## src/rtl/credit_tx.sv

```systemverilog
// ============================================================================
// Module   : credit_tx
// Brief    : Credit-based link transmitter feeding a downstream FIFO.
// Revision : 1.0
// ============================================================================
`default_nettype none

module credit_tx #(
  parameter  int WIDTH   = 8,
  parameter  int CREDITS = 2,
  localparam int CW      = $clog2(CREDITS + 1)
) (
  input  logic             clk,
  input  logic             arst,
  input  logic             valid_i,
  input  logic [WIDTH-1:0] data_i,
  output logic             ready_o,
  output logic             write_o,
  output logic [WIDTH-1:0] data_o,
  input  logic             credit_i,
  output logic [CW-1:0]    credits_o,
  output logic             error_o
);

  localparam logic [CW-1:0] c_credits = CW'(CREDITS);

  logic [CW-1:0]    r_credit_cnt;
  logic             r_write;
  logic [WIDTH-1:0] r_data;
  logic             r_error;

  logic             w_accept;
  logic             w_spurious;
  logic [CW-1:0]    w_credit_nxt;

  assign ready_o    = (r_credit_cnt != '0);
  assign w_accept   = valid_i && ready_o;
  // A returned credit with the counter already full has no slot to account for.
  assign w_spurious = !w_accept && credit_i && (r_credit_cnt == c_credits);

  always_comb begin
    w_credit_nxt = r_credit_cnt;
    if (w_accept && !credit_i) begin
      w_credit_nxt = r_credit_cnt - CW'(1);
    end else if (!w_accept && credit_i && (r_credit_cnt < c_credits)) begin
      w_credit_nxt = r_credit_cnt + CW'(1);
    end
  end

  always_ff @(posedge clk or posedge arst) begin
    if (arst) begin
      r_credit_cnt <= c_credits;
      r_write      <= 1'b0;
      r_data       <= '0;
      r_error      <= 1'b0;
    end else begin
      r_credit_cnt <= w_credit_nxt;
      r_write      <= w_accept;
      r_data       <= w_accept ? data_i : '0;
      r_error      <= w_spurious;
    end
  end

  assign write_o   = r_write;
  assign data_o    = r_data;
  assign credits_o = r_credit_cnt;
  assign error_o   = r_error;

endmodule

`default_nettype wire

```

## config.mk

```make
export PLATFORM = sky130hd
export DESIGN_NAME = credit_tx
export DESIGN_NICKNAME = d
export VERILOG_FILES = /design/src/rtl/credit_tx.sv
export SDC_FILE = /design/constraint.sdc
export NUM_CORES = 1
export LEC_CHECK = 0
export CORE_MARGIN = 4
export CORE_UTILIZATION = 32
export DETAILED_ROUTE_END_ITERATION = 7
export GPL_TIMING_DRIVEN = 0
export MAX_ROUTING_LAYER = met4
export PLACE_DENSITY = 0.7
export SETUP_SLACK_MARGIN = 0.15
export SYNTH_ARGS = -nofsm -noshare
export SYNTH_HDL_FRONTEND = slang
export SYNTH_SLANG_ARGS = --single-unit
export TNS_END_PERCENT = 30
```

## constraint.sdc

```tcl
create_clock -name clk -period 1.25 [get_ports clk]
set_clock_uncertainty 0.2 [all_clocks]
set_input_delay 0.1875 -clock clk [delete_from_list [all_inputs] [get_ports clk]]
set_output_delay 0.1875 -clock clk [all_outputs]
set_load 0.005 [all_outputs]
```

After elaboration in Yosys (flattened, before gate mapping) --
Cells that the tools add are included.
Cells by class: equality and inequality tests 1, $lt $le $gt $ge 1, $add $sub $neg 2, muxes and demuxes 3, reductions and logical operators 9
Operators by type and width (count):
- two-way mux 8 bit | 1
- logical AND 1 bit | 5
- two-way mux 2 bit | 2
- nonzero test 2 bit | 2
- adder 2 x 1 -> 2 bit, second input constant | 1
- == test 2 bit, second input constant | 1
- logical NOT 1 bit | 2
- < comparator 2 bit, second input constant | 1
- subtractor 2 x 1 -> 2 bit, second input constant | 1
Word-level totals: word-level logic and storage cells 20, output and inout port bits 13, register bits after elaboration 12

Depth between registers and ports, before layout --
depth after elaboration 7, depth in mapped cells 3, depth with buffers taken out 3

Worst setup path before layout --
Ideal clock, no wire load.
path type reg-to-reg, from register r_credit_cnt[0] (netlist: credits_o[0]), to register r_data[0] (netlist: data_o[0]), clock period less this slack 1.258 ns, buffers on the path 1, data required time 0.930 ns, slack -0.008 ns, arrival 0.938 ns, setup time 0.120 ns, cell stages (with the launch flop) 4, path through dfrtp_1 > or2_1 > buf_6 > and3_1
On the way: word-level cells in the longest chain between the ends 3
Ends and longest elaborated chain:
- start: declaration | line 27 | logic [CW-1:0] r_credit_cnt;
- start signal: assignment | line 52 | r_credit_cnt <= c_credits;
- start signal: assignment | line 57 | r_credit_cnt <= w_credit_nxt;
- nonzero test 2 bit | line 36 | assign ready_o = (r_credit_cnt != '0);
- net ready_o | line 17 | output logic ready_o,
- logical AND 1 bit | line 37 | assign w_accept = valid_i && ready_o;
- two-way mux 8 bit | line 59 | r_data <= w_accept ? data_i : '0;
- end signal: assignment | line 59
- end: declaration | line 29 | logic [WIDTH-1:0] r_data;
The timed path passes the listed nets, and every way through them passes these cells. A chain may end at the register's enable or synchronous reset.

Worst setup path after layout --
from register r_credit_cnt[1] (netlist: credits_o[1]), to output port ready_o
On the way: word-level cells in the longest chain between the ends 1
Ends and longest elaborated chain (line):
- nonzero test 2 bit | 36
- end: declaration | 17
Every way passes these cells.

==> summary.txt <==
Placement
  • Final GP Congestion: ~0.64
  • Port Buffer Count: 24
  • Post-DP Area: approximately 700 µm²

Critical path
  • Maximum fanout along the worst path: 2
  • Crit path capture type: primary output
  • Crit start category: flip-flop
  • Critical Path Start: credits_o[1]$_DFFE_PP1P_
  • Reg-to-Reg Start: credits_o[1]$_DFFE_PP1P_
  • Critical path required time: 0.86 ns
  • CP Class: flip-flop to primary output
  • Critical path data arrival time: 1.08 ns

STA
  • Fmax: a little under 700 MHz
  • Unrepaired setup endpoints after global routing: yes
  • Final setup margin: -0.220 ns
  • Setup TNS: -1.89 ns
  • Final-report hold violation count: 0
  • Minimum clock period: about 1.5 ns
  • Slew @ Worst Pin: 0.448 ns
  • Crit share post-route: 118%
  • Final setup viols: 13
  • Pins Over Slew Limit: 0
  • Slew HR: 70.1%

Drt
  • Final ANT Viol Nets: 0
  • Via count: ~400
  • DRT Wirelength: 1030 µm
  • Pre-Repair DR Iteration Count: 2
  • DRC viols: 0
  • Vias per cell: 4.64
  • Routed WL per cell: 12.0 µm
  • 1st-iter DRT viols: 1

Power
  • Clk pwr share: between 15 and 20%
  • P_int: approximately 0.0011 W
  • Lkg Pwr: between 0.4 and 0.5 nW
  • Switch share: ~27%
  • Sw power: 0.000416 W
  • Comb power frac: 50.5%
  • Peak supply drop: 0.00101 V
  • PwrDens: 1890 mW/mm²
  • Register share of total power: 33.9%

Clocking
  • Clock-pin slew on the worst setup and hold paths: 0.07 ns
  • Hold-fix buffers, CTS: 0
  • TritonCTS buffer count: 3
  • Sink Count: 12
  • H-tree Lvls: 1
  • Skew-Pair Late Insertion Delay: 0.26 ns
  • CTS tree: yes
  • Clock Path Buffers: 2
  • Clock Root Buffer: clkbuf_4

Layout
  • Post-route cell area: 806 µm²
  • P&R area growth vs syn: 78.4%
  • Fill count: about 110
  • Multi-input gate area: 173 µm²
  • Layout cell share with drive strength beyond 1: 52.1%
  • Nets: 84
  • Register area: 302 µm²
  • N_diodes: 0

Global route
  • GRT overflow: 0
  • Largest net degree at the start of global routing: 13
  • GR Util All Layers: 11.4%
  • First-pass GRT wire length: 1550 µm
  • Vias in the first global route: 378
  • Initial antenna violation count: 0

Synth
  • Count leader, synth: dfrtp_1
  • Top_reg_cell synth: dfrtp_1
  • Share of flip-flops with an asynchronous set or reset: 100%
  • Most frequent cells after synthesis: dfrtp_1, and3_1, a21oi_1, inv_1, nor2_1
  • Total number of yosys warnings: 0
  • Share of the synthesized area in the top cell type: about three fifths
  • Synthesized instance count: 35
  • Yosys cell types: 15
  • Post-synth EDFFs: 0
  • Synthesized flop and latch total: 12
  • Post-synthesis cell area: 452 µm²
  • Synth area leaders: dfrtp_1, and3_1, dfstp_2
  • Sequential share of the synthesized area: between 60% and 70%
  • Area leader, netlist: dfrtp_1
  • Synthesized net count: 47
  • Mean cell area of the mapped netlist: 12.9 µm²

Status
  • Failing checks: setup timing
  • Status: finished with violations

Floorplanning
  • Rows: 13
  • Die height: 45.6 µm
  • Die area: between 0.002 and 0.0025 mm²
  • Die width: 45.6 µm
  • Initial core utilization: 34.3%
  • Io pins: 25
  • CORE AREA: 0.00132 mm²

Run
  • Maxcap violations: 0

Min path
  • Worst Hold Class: primary input to asynchronous set/reset pin
[cells in the final DEF, fill, tap and decap left out]
master	count
a211oi_2	1
a21oi_1	2
a31o_2	1
and2_4	1
and3_1	4
and3_4	4
buf_2	12
buf_4	4
buf_6	7
clkbuf_1	1
clkbuf_4	3
clkdlybuf4s50_1	11
dfrtp_1	11
dfstp_2	1
inv_1	2
nand2b_4	1
nand3b_1	1
nor2_1	1
nor2_2	1
nor4bb_4	1
or2_1	1
[stage by stage]
stage | power (W) | worst slack, ns | cells | hold slack (ns) | utilization, %
global route | 0.00163 | -0.271 | 86 | 0.0653 | 61.2
CTS | 0.00138 | -0.245 | 84 | 0.0339 | 55.9
global placement | 0.00104 | -0.449 | 74 | 0.315 | 53.9
detailed placement | 0.00105 | -0.459 | 74 | 0.319 | 53.9
floorplan | 0.000752 | 0.0343 | 35 | -0.149 | -
finish | 0.00153 | -0.220 | 86 | 0.0257 | 61.2
[worst max-delay path, cell delays in order (launching register included)]
cell     delay [ns]
dfstp_2        0.54
or2_1          0.11
buf_6          0.10
buf_6          0.08
[worst paths after layout]
kind / slack (ns) / to / depth (start not counted)
min: 0.03 / data_o[5]$_DFF_PP0_ / 2
min reg2reg: 0.47 / error_o$_DFF_PP0_ / 3
max in group asynchronous: 0.48 / credits_o[1]$_DFFE_PP1P_ / 2
max reg2reg: -0.16 / data_o[1]$_DFF_PP0_ / 5
max: -0.22 / ready_o / 3
min in group clk: 0.32 / data_o[4]$_DFF_PP0_ / 2
[flip-flops by register name, summed over array words and instances, names as in the netlist]
| register | count |
|---|---|
| data_o | 8 |
| write_o | 1 |
| error_o | 1 |
| credits_o | 2 |
[what timing repair did]
action | 4_1_cts | 5_1_grt
pin swaps | 3 | 3
endpoints found under the setup margin | 24 | 25
resized for setup | 56 | 14
cloned | 0 | 1
buffers inserted | 6 | 1
[power by group through the flow]
stage | registers (W) | clock network [W] | logic, W
6_report | 0.000517 | 0.000238 | 0.000770
5_1_grt | 0.000522 | 0.000271 | 0.000840
4_1_cts | 0.000518 | 0.000249 | 0.000614
3_5_place_dp | 0.000563 | 0 | 0.000485
3_3_place_gp | 0.000559 | 0 | 0.000480
2_1_floorplan | 0.000564 | 0 | 0.000187
[cells by family (layout without fill, tap and decap cells)]
kind of cell,after synthesis,count (layout),synth area share [%]
AO/OA/AOI/OAI,4,4,5.82
buffers and inverters,4,40,4.99
flip-flops,12,12,66.8
AND/OR/NAND/NOR,15,15,22.4
[area by class of cell]
type,count,area share [%]
Buffer,2,2.02
Multi-Input combinational cell,19,21.4
Sequential cell,12,37.4
Inverter,2,0.932
Timing Repair Buffer,32,32.6
Tap cell,15,2.33
Clock buffer,4,3.26
[metal layers]
| metal | vias to the layer above | global-route usage (%) | routed length, µm |
|---|---|---|---|
| met2 | 22 | 17.0 | 464 |
| met3 | 0 | 6.32 | 167 |
| li1 | 190 | - | - |
| met5 | - | - | 0 |
| met4 | 0 | 7.02 | 0 |
| met1 | 187 | 11.4 | 401 |
(Power assumes the default switching activity.)
